===== config.mk =====
export PLATFORM = sky130hd
export DESIGN_NAME = cmpx_mac_seq_flat
export DESIGN_NICKNAME = d
export VERILOG_FILES = /design/src/rtl/cmpx_mac_pkg.sv /design/src/rtl/cmpx_mac_seq_if.sv /design/src/rtl/cmpx_acc_reg.sv /design/src/rtl/cmpx_mac_seq.sv /design/src/flat_wrapper.sv
export SDC_FILE = /design/constraint.sdc
export NUM_CORES = 1
export LEC_CHECK = 0
export ABC_AREA = 1
export CORE_UTILIZATION = 45
export CTS_CLUSTER_DIAMETER = 120
export DETAILED_ROUTE_END_ITERATION = 10
export PLACE_DENSITY_LB_ADDON = 0.25
export SYNTH_ARGS = -nofsm -noshare
export SYNTH_HDL_FRONTEND = slang
export SYNTH_HIERARCHICAL = 1
export SYNTH_SLANG_ARGS = --single-unit

===== constraint.sdc =====
create_clock -name clk -period 1.9 [get_ports clk]
set_input_delay 0.57 -clock clk [delete_from_list [all_inputs] [get_ports clk]]
set_output_delay 0.57 -clock clk [all_outputs]
set_load 0.01 [all_outputs]

===== src/rtl/cmpx_mac_pkg.sv =====
// Shared types and constants for the complex multiply-accumulate sequencer.
package cmpx_mac_pkg;

    localparam int OP_W    = 8;   // packed operand {re[7:4], im[3:0]}
    localparam int PROD_W  = 16;  // packed product {re[15:8], im[7:0]}
    localparam int FIELD_W = 8;   // width of one signed product field

    localparam int RE_HI = 15;
    localparam int RE_LO = 8;
    localparam int IM_HI = 7;
    localparam int IM_LO = 0;

    typedef enum logic [2:0] {
        S_IDLE,
        S_FETCH,
        S_ISSUE,
        S_SETTLE,
        S_WAIT,
        S_ACC,
        S_DONE
    } state_t;

endpackage


===== src/rtl/cmpx_mac_seq_if.sv =====
// Operand stream and multiplier-side signals of the MAC sequencer.
//
// Handshake: an operand pair moves on a rising edge where in_valid and
// in_ready are both high. in_ready depends only on the sequencer state,
// never on in_valid; the producer must hold a_in/b_in stable while
// in_valid is high and not yet accepted. On the multiplier side,
// mult_start is a one-cycle request and mult_done marks mult_out valid.
interface cmpx_mac_seq_if;
    import cmpx_mac_pkg::*;

    logic              in_valid;
    logic              in_ready;
    logic [OP_W-1:0]   a_in;
    logic [OP_W-1:0]   b_in;
    logic [OP_W-1:0]   mult_a;
    logic [OP_W-1:0]   mult_b;
    logic              mult_start;
    logic              mult_done;
    logic [PROD_W-1:0] mult_out;

    // Environment side: operand producer and the multiplier.
    modport master (
        output in_valid, a_in, b_in, mult_done, mult_out,
        input  in_ready, mult_a, mult_b, mult_start
    );

    // Sequencer side.
    modport slave (
        input  in_valid, a_in, b_in, mult_done, mult_out,
        output in_ready, mult_a, mult_b, mult_start
    );

endinterface


===== src/rtl/cmpx_acc_reg.sv =====
// One signed accumulator component: clear, or add a sign-extended
// 8-bit product field. Sums wrap modulo 2^ACC_W.
module cmpx_acc_reg
    import cmpx_mac_pkg::*;
#(
    parameter int ACC_W = 12
) (
    input  logic               clk,
    input  logic               rst,
    input  logic               clr,
    input  logic               load,
    input  logic [FIELD_W-1:0] prod,
    output logic [ACC_W-1:0]   acc
);

    // Accumulator register: clear has priority over load.
    always_ff @(posedge clk) begin
        if (rst || clr) begin
            acc <= '0;
        end else if (load) begin
            acc <= acc + ACC_W'($signed(prod));
        end
    end

endmodule


===== src/rtl/cmpx_mac_seq.sv =====
// Sequencer feeding operand pairs to an external complex multiplier and
// accumulating the returned {re, im} products over a run of n_terms.
module cmpx_mac_seq
    import cmpx_mac_pkg::*;
#(
    parameter int ACC_W = 12,
    parameter int CNT_W = 4
) (
    input  logic             clk,
    input  logic             rst,
    input  logic             start,
    input  logic [CNT_W-1:0] n_terms,
    cmpx_mac_seq_if.slave    bus,
    output logic [ACC_W-1:0] acc_re,
    output logic [ACC_W-1:0] acc_im,
    output logic             busy,
    output logic             done,
    output state_t           state_dbg
);

    state_t            state;
    state_t            nxt;
    logic [CNT_W-1:0]  cnt;
    logic [OP_W-1:0]   op_a;
    logic [OP_W-1:0]   op_b;
    logic [PROD_W-1:0] prod_q;
    logic              acc_clr;
    logic              acc_load;
    logic              in_ready_c;
    logic              mult_start_c;

    assign bus.in_ready   = in_ready_c;
    assign bus.mult_start = mult_start_c;
    assign bus.mult_a     = op_a;
    assign bus.mult_b     = op_b;
    assign state_dbg      = state;

    // State register, term counter, operand and product registers.
    always_ff @(posedge clk) begin
        if (rst) begin
            state  <= S_IDLE;
            cnt    <= '0;
            op_a   <= '0;
            op_b   <= '0;
            prod_q <= '0;
        end else begin
            state <= nxt;
            if (state == S_IDLE && start && n_terms != '0) begin
                cnt <= n_terms;
            end
            // Operands change only on acceptance, so they stay stable
            // while the multiplier works on them.
            if (state == S_FETCH && bus.in_valid) begin
                op_a <= bus.a_in;
                op_b <= bus.b_in;
            end
            // SETTLE is skipped here on purpose: a done level left over
            // from the previous product must not be captured.
            if (state == S_WAIT && bus.mult_done) begin
                prod_q <= bus.mult_out;
            end
            if (state == S_ACC) begin
                cnt <= cnt - 1'b1;
            end
        end
    end

    // Next-state and per-state output decode.
    always_comb begin
        nxt          = state;
        in_ready_c   = 1'b0;
        mult_start_c = 1'b0;
        busy         = (state != S_IDLE);
        done         = 1'b0;
        acc_clr      = 1'b0;
        acc_load     = 1'b0;
        case (state)
            S_IDLE: begin
                if (start) begin
                    acc_clr = 1'b1;
                    nxt     = (n_terms != '0) ? S_FETCH : S_DONE;
                end
            end
            S_FETCH: begin
                in_ready_c = 1'b1;
                if (bus.in_valid) nxt = S_ISSUE;
            end
            S_ISSUE: begin
                mult_start_c = 1'b1;
                nxt          = S_SETTLE;
            end
            S_SETTLE: nxt = S_WAIT;
            S_WAIT: begin
                if (bus.mult_done) nxt = S_ACC;
            end
            S_ACC: begin
                acc_load = 1'b1;
                nxt      = (cnt == CNT_W'(1)) ? S_DONE : S_FETCH;
            end
            S_DONE: begin
                done = 1'b1;
                nxt  = S_IDLE;
            end
            default: nxt = S_IDLE;
        endcase
    end

    cmpx_acc_reg #(.ACC_W(ACC_W)) u_acc_re (
        .clk  (clk),
        .rst  (rst),
        .clr  (acc_clr),
        .load (acc_load),
        .prod (prod_q[RE_HI:RE_LO]),
        .acc  (acc_re)
    );

    cmpx_acc_reg #(.ACC_W(ACC_W)) u_acc_im (
        .clk  (clk),
        .rst  (rst),
        .clr  (acc_clr),
        .load (acc_load),
        .prod (prod_q[IM_HI:IM_LO]),
        .acc  (acc_im)
    );

endmodule


===== src/flat_wrapper.sv =====
// flat-port wrapper written by rule: the top's interface ports become plain ports
module cmpx_mac_seq_flat import cmpx_mac_pkg::*;
#(
    parameter int ACC_W = 12,
    parameter int CNT_W = 4
)
  (clk, rst, start, n_terms, acc_re, acc_im, busy, done, state_dbg, bus_in_valid, bus_a_in, bus_b_in, bus_mult_done, bus_mult_out, bus_in_ready, bus_mult_a, bus_mult_b, bus_mult_start);
  cmpx_mac_seq_if bus_i ();
  input  logic clk;
  input  logic rst;
  input  logic start;
  input  logic [CNT_W-1:0] n_terms;
  output logic [ACC_W-1:0] acc_re;
  output logic [ACC_W-1:0] acc_im;
  output logic busy;
  output logic done;
  output state_t state_dbg;
  input wire logic [$bits(bus_i.in_valid)-1:0] bus_in_valid;
  input wire logic [$bits(bus_i.a_in)-1:0] bus_a_in;
  input wire logic [$bits(bus_i.b_in)-1:0] bus_b_in;
  input wire logic [$bits(bus_i.mult_done)-1:0] bus_mult_done;
  input wire logic [$bits(bus_i.mult_out)-1:0] bus_mult_out;
  output wire logic [$bits(bus_i.in_ready)-1:0] bus_in_ready;
  output wire logic [$bits(bus_i.mult_a)-1:0] bus_mult_a;
  output wire logic [$bits(bus_i.mult_b)-1:0] bus_mult_b;
  output wire logic [$bits(bus_i.mult_start)-1:0] bus_mult_start;
  assign bus_i.in_valid = bus_in_valid;
  assign bus_i.a_in = bus_a_in;
  assign bus_i.b_in = bus_b_in;
  assign bus_i.mult_done = bus_mult_done;
  assign bus_i.mult_out = bus_mult_out;
  assign bus_in_ready = bus_i.in_ready;
  assign bus_mult_a = bus_i.mult_a;
  assign bus_mult_b = bus_i.mult_b;
  assign bus_mult_start = bus_i.mult_start;
  cmpx_mac_seq #(.ACC_W(ACC_W), .CNT_W(CNT_W)) u_core (.clk(clk), .rst(rst), .start(start), .n_terms(n_terms), .bus(bus_i), .acc_re(acc_re), .acc_im(acc_im), .busy(busy), .done(done), .state_dbg(state_dbg));
endmodule

After elaboration in Yosys (flattened, before gate mapping)
Cells that the tools add are included.
- register bits after elaboration: 63
- input port bits: 41
- output and inout port bits: 47
- word-level logic and storage cells: 44
- add/sub/neg operators: 3
- equal/unequal tests: 10
- mux-type cells: 14
- reduce and logical (&&, ||, !) cells: 10
- operators by type and width (kind ; count):
    $add 12x12->12 ; 2
    $pmux 3 s6 ; 1
    $mux 3 ; 5
    $eq 3x3->1 const B ; 3
    $mux 4 ; 2
    $eq 3x2->1 const B ; 2
    $mux 1 ; 6
    $ne 2x2->1 const B ; 3
    $eq 4x1->1 const B ; 1
    $logic_and 1x1->1 ; 4
    $reduce_bool 4->1 ; 1
    $sub 4x1->4 const B ; 1
    $eq 3x1->1 const B ; 1
    $logic_not 3->1 ; 1
    $reduce_and 3->1 ; 1
    $reduce_bool 3->1 ; 1
    $reduce_bool 2->1 ; 1
    $logic_or 1x1->1 ; 1

Depth between registers and ports, before layout
- depth after elaboration: 5
- mapped depth: 11
- mapped depth without buffers: 11

Hierarchy
Netlist, hierarchy kept.
- by module, submodules not included (module ; instances ; cells each ; area each (um^2) ; seq. area each (um^2)):
    cmpx_acc_reg ; 2 ; 185 ; 1103.6 ; 240.2
    cmpx_mac_seq ; 1 ; 233 ; 1725.4 ; 780.7

Worst setup path after synthesis
OpenSTA, ideal clock, no wires.
- kind: register to register
- start point: register u_core.u_acc_im.acc[0]
- end point: register u_core.u_acc_im.acc[8]
- setup time: 0.115 ns
- arrival: 1.519 ns
- required time: 1.785 ns
- slack: 0.265 ns
- cell stages (with the launch flop): 11
- buffers on the path: 0
- period minus slack after synthesis: 1.635 ns
- cell sequence: dfxtp_1 -> ha_1 -> fa_1 -> nand2_1 -> nand3_1 -> nand3_1 -> nand2_1 -> nand2_1 -> nand2_1 -> o21ai_0 -> inv_1
- word-level cells in the longest chain between the ends: 1
- RTL lines (what ; RTL line ; text):
    from (decl) ; cmpx_acc_reg.sv:13 ; output logic [ACC_W-1:0] acc
    from (signal assigned) ; cmpx_acc_reg.sv:21 ; acc <= acc + ACC_W'($signed(prod));
    $add 12x12->12 ; cmpx_acc_reg.sv:21 ;
Every way passes these cells.
A chain may end at the register's enable or synchronous reset.

Worst setup path after layout
- start point: register u_core.state[1] (netlist: u_core/state_dbg[1])
- end point: output state_dbg[1]
- RTL lines (what ; RTL line ; text):
    from (decl) ; cmpx_mac_seq.sv:21 ; state_t state;
    from (signal assigned) ; cmpx_mac_seq.sv:47 ; state <= nxt;
    to (decl) ; flat_wrapper.sv:17 ; output state_t state_dbg;
No word-level cell between the ends.

==> flow_metrics.py <==
metrics = {
    "cts": {
        "cts_tree": "done",
        "cts.sinks": 63,
        "cts_max_path_buffers": 2,
        "clock_latency_ns": 0.33,
        "htree_levels": 3,
        "cts_buffers": 9,
        "ctsRootBufferMaster": "clkbuf_8",
        "clk_pin_slew_worst_paths_ns": 0.07,
    },
    "die": {
        "rows": 33,
        "core_area_um2": 8341,
        "initial_core_util": 0.4715,
        "io_pins": 88,
        "die-height_um": 95.48,
        "fp.dieW_um": 95.48,
        "die-area_um2": 9116,
    },
    "min_path": {
        "min_path_type": "flop to flop",
        "hold_end": "u_core/prod_q[12]",
        "min_from": "u_core/prod_q[12]",
        "whs_path_depth": 2,
    },
    "placement": {
        "dp.cells": 793,
        "post-dp-hpwl_um": 7199,
        "gp_congestion": 0.9396,
        "port_buffers": 87,
    },
    "worst_setup_path": {
        "critPathLaunchType": "flop",
        "crit_fanout": 7,
        "rr_endpoint": "u_core/u_acc_re/acc[8]",
        "crit_slowest_cell": "clkdlybuf4s50_1",
        "r2r_cells": 10,
        "critical_path.endpoint_type": "output pin",
        "crit_type": "flop to output pin",
        "timing.reg2reg.setup_slack_ns": 0.12,
        "r2r_start": "u_core/prod_q[8]",
        "crit_arrival_ns": 1.27,
        "critPathBufInv": 1,
        "slowest_delay_ns": 0.56,
        "crit_path_cell_trace": "clkdlybuf4s50_1",
        "critPathTopFamily": "buffers and inverters",
        "crit_required_ns": 1.33,
    },
    "timing": {
        "finalSetupViolCount": 0,
        "hold_viol_final": 0,
        "skew_ns": 0.007785,
        "maxSlewViolCount": 0,
        "worst_pin_slew_ns": 0.4278,
        "fin_crit_sh": 0.9671,
        "fin_crit_ns": 1.838,
        "relSlewSlack": 0.7145,
        "whs_ns": 0.4500,
        "fmax_mhz": 544.2,
        "setup-tns-final_ns": 0,
    },
    "drt": {
        "drc_errors": 0,
        "wl_um": 9565,
        "drt_iter0_drc": 177,
        "post_drt_via_cell_ratio": 4.914,
        "detail-route-antenna-nets": 0,
        "drt_first_pass_iters": 4,
        "drt-wirelength-per-cell_um": 11.81,
        "vias": 3980,
    },
    "flow_run": {
        "maxCapViolations": 0,
    },
    "yosys": {
        "yosys.area.top_type": "dfxtp_1",
        "syn-num-nets": 670,
        "synth_edf_count": 0,
        "synth-async-reset-ratio": 0,
        "ys_seq_elements": 63,
        "yosysMostFrequentCell": "nand2_1",
        "synth_area_per_cell_um2": 6.522,
        "synth_ff_type": "dfxtp_1",
        "syn_area_um2": 3933,
        "netlist_instances": 603,
        "synth_top_area_share": 0.3207,
        "yosys_warnings": 6,
        "synth_common_cells": "nand2_1 (149), inv_1 (95), nor2_1 (71)",
        "synth.area.top_cells": "dfxtp_1 (32%), nand2_1 (14%), inv_1 (9.1%)",
        "ys_seq_area_frac": 0.3207,
        "synth.distinct_cells": 27,
    },
    "cells_and_area": {
        "final_cells": 810,
        "finish.utilization": 0.6251,
        "multi_input_area_um2": 2208,
        "area_growth_pct": 32.58,
        "seq_area_um2": 1269,
        "fin_nets": 767,
        "drive_above_1_share": 0.07943,
        "fillers": 755,
        "n_antenna_cell": 0,
    },
    "pwr": {
        "powerDensity_nw_per_um2": 725.9,
        "p_leak_nw": 2.525,
        "p_total_w": 0.003785,
        "ir_worst_vdd_mv": 0.4162,
    },
    "grt": {
        "grt_pass1_wl_um": 16440,
        "antenna_found_initial": 0,
        "grt_usage": 0.2281,
        "grt_pass1_vias": 3700,
        "grt_max_degree": 33,
        "grt_overflow_total": 0,
    },
    "run_status": {
        "status": "complete, no violations",
    },
}
-- cell usage in the layout (no fill, tap or decap), types with 3 or more instances in the layout --
master and count:
a21oi_1 50, dlygate4sd2_1 3, nor2_1 70, xor2_1 6
dlymetal6s2s_1 3, clkbuf_8 10, nand3b_1 6, dfxtp_1 59
ha_1 24, o21ai_0 26, dfxtp_2 3, a21oi_2 4
nand2_1 149, buf_4 13, clkdlybuf4s50_1 78, inv_1 95
nand2_2 5, nand3_1 61, buf_12 3, nand4_1 6
xnor2_1 5
-- repair_timing --
action	4_1_cts	5_1_grt
endpoints found under the setup margin	8	8
hold buffers	0	0
buffers inserted	0	1
resized for setup	10	11
-- per-stage QoR --
| stage | instance area (um2) | setup slack [ns] |
|---|---|---|
| after floorplan | 3933 | 0.2652 |
| after global placement | 4980 | 0.03304 |
| after detailed placement | 4980 | 0.01677 |
| after CTS | 5201 | 0.001963 |
| after global routing | 5214 | -0.002512 |
| final | 5214 | 0.06245 |
-- per-layer routing --
layer,global-route usage,part of all wire,vias up
met2,0.3696,0.44,113
met4,0.05473,0.0044,0
li1,-,-,2091
met3,0.07177,0.081,2
met1,0.2942,0.47,1774
met5,0,0,-
-- worst max-delay path by stage --
stage,start,end,slack [ns],depth (start not counted)
final,u_core/state_dbg[1],state_dbg[1],0.06,1
after global routing,u_core/state_dbg[1],state_dbg[1],-0.003,1
after CTS,u_core/u_acc_re/acc[1],acc_re[1],0.002,1
after detailed placement,start,u_core/u_acc_re/acc[4],0.02,7
after global placement,start,u_core/u_acc_re/acc[2],0.03,7
after floorplan,u_core/u_acc_im/acc[0],u_core/u_acc_im/acc[8],0.27,10
-- flip-flops by register name, indices dropped and copies added (netlist names) --
| signal | flops |
|---|---|
| u_core/prod_q | 16 |
| u_core/u_acc_im/acc | 12 |
| u_core/u_acc_re/acc | 12 |
| u_core/bus.mult_a | 8 |
| u_core/bus.mult_b | 8 |
| u_core/cnt | 4 |
| u_core/state_dbg | 3 |
-- cells by family (layout without fill, tap and decap cells) --
| group | count (synthesis) | count (layout) | synth area share |
|---|---|---|---|
| simple gates | 308 | 308 | 0.3417 |
| buf+inv | 113 | 215 | 0.1184 |
| compound gates | 82 | 82 | 0.1082 |
| flops | 63 | 63 | 0.3207 |
| fa+ha+maj | 26 | 26 | 0.08654 |
| xor+xnor | 11 | 11 | 0.02450 |
-- cell type report --
class / instances / area share
Clock buffer: 11 / 0.02712
Clock inverter: 5 / 0.01560
Inverter: 96 / 0.06911
Multi-Input combinational cell: 427 / 0.4236
Sequential cell: 63 / 0.2433
Tap cell: 105 / 0.02520
Timing Repair Buffer: 103 / 0.1961
-- where the power goes --
part,switching (W),total [W],internal (W)
Clock,0.000550,0.00133,0.000776
Sequential,0.0000672,0.00148,0.00141
Combinational,0.000533,0.000984,0.000451
Total,0.00115,0.00378,0.00263
Power figures use the tool's default switching activity.
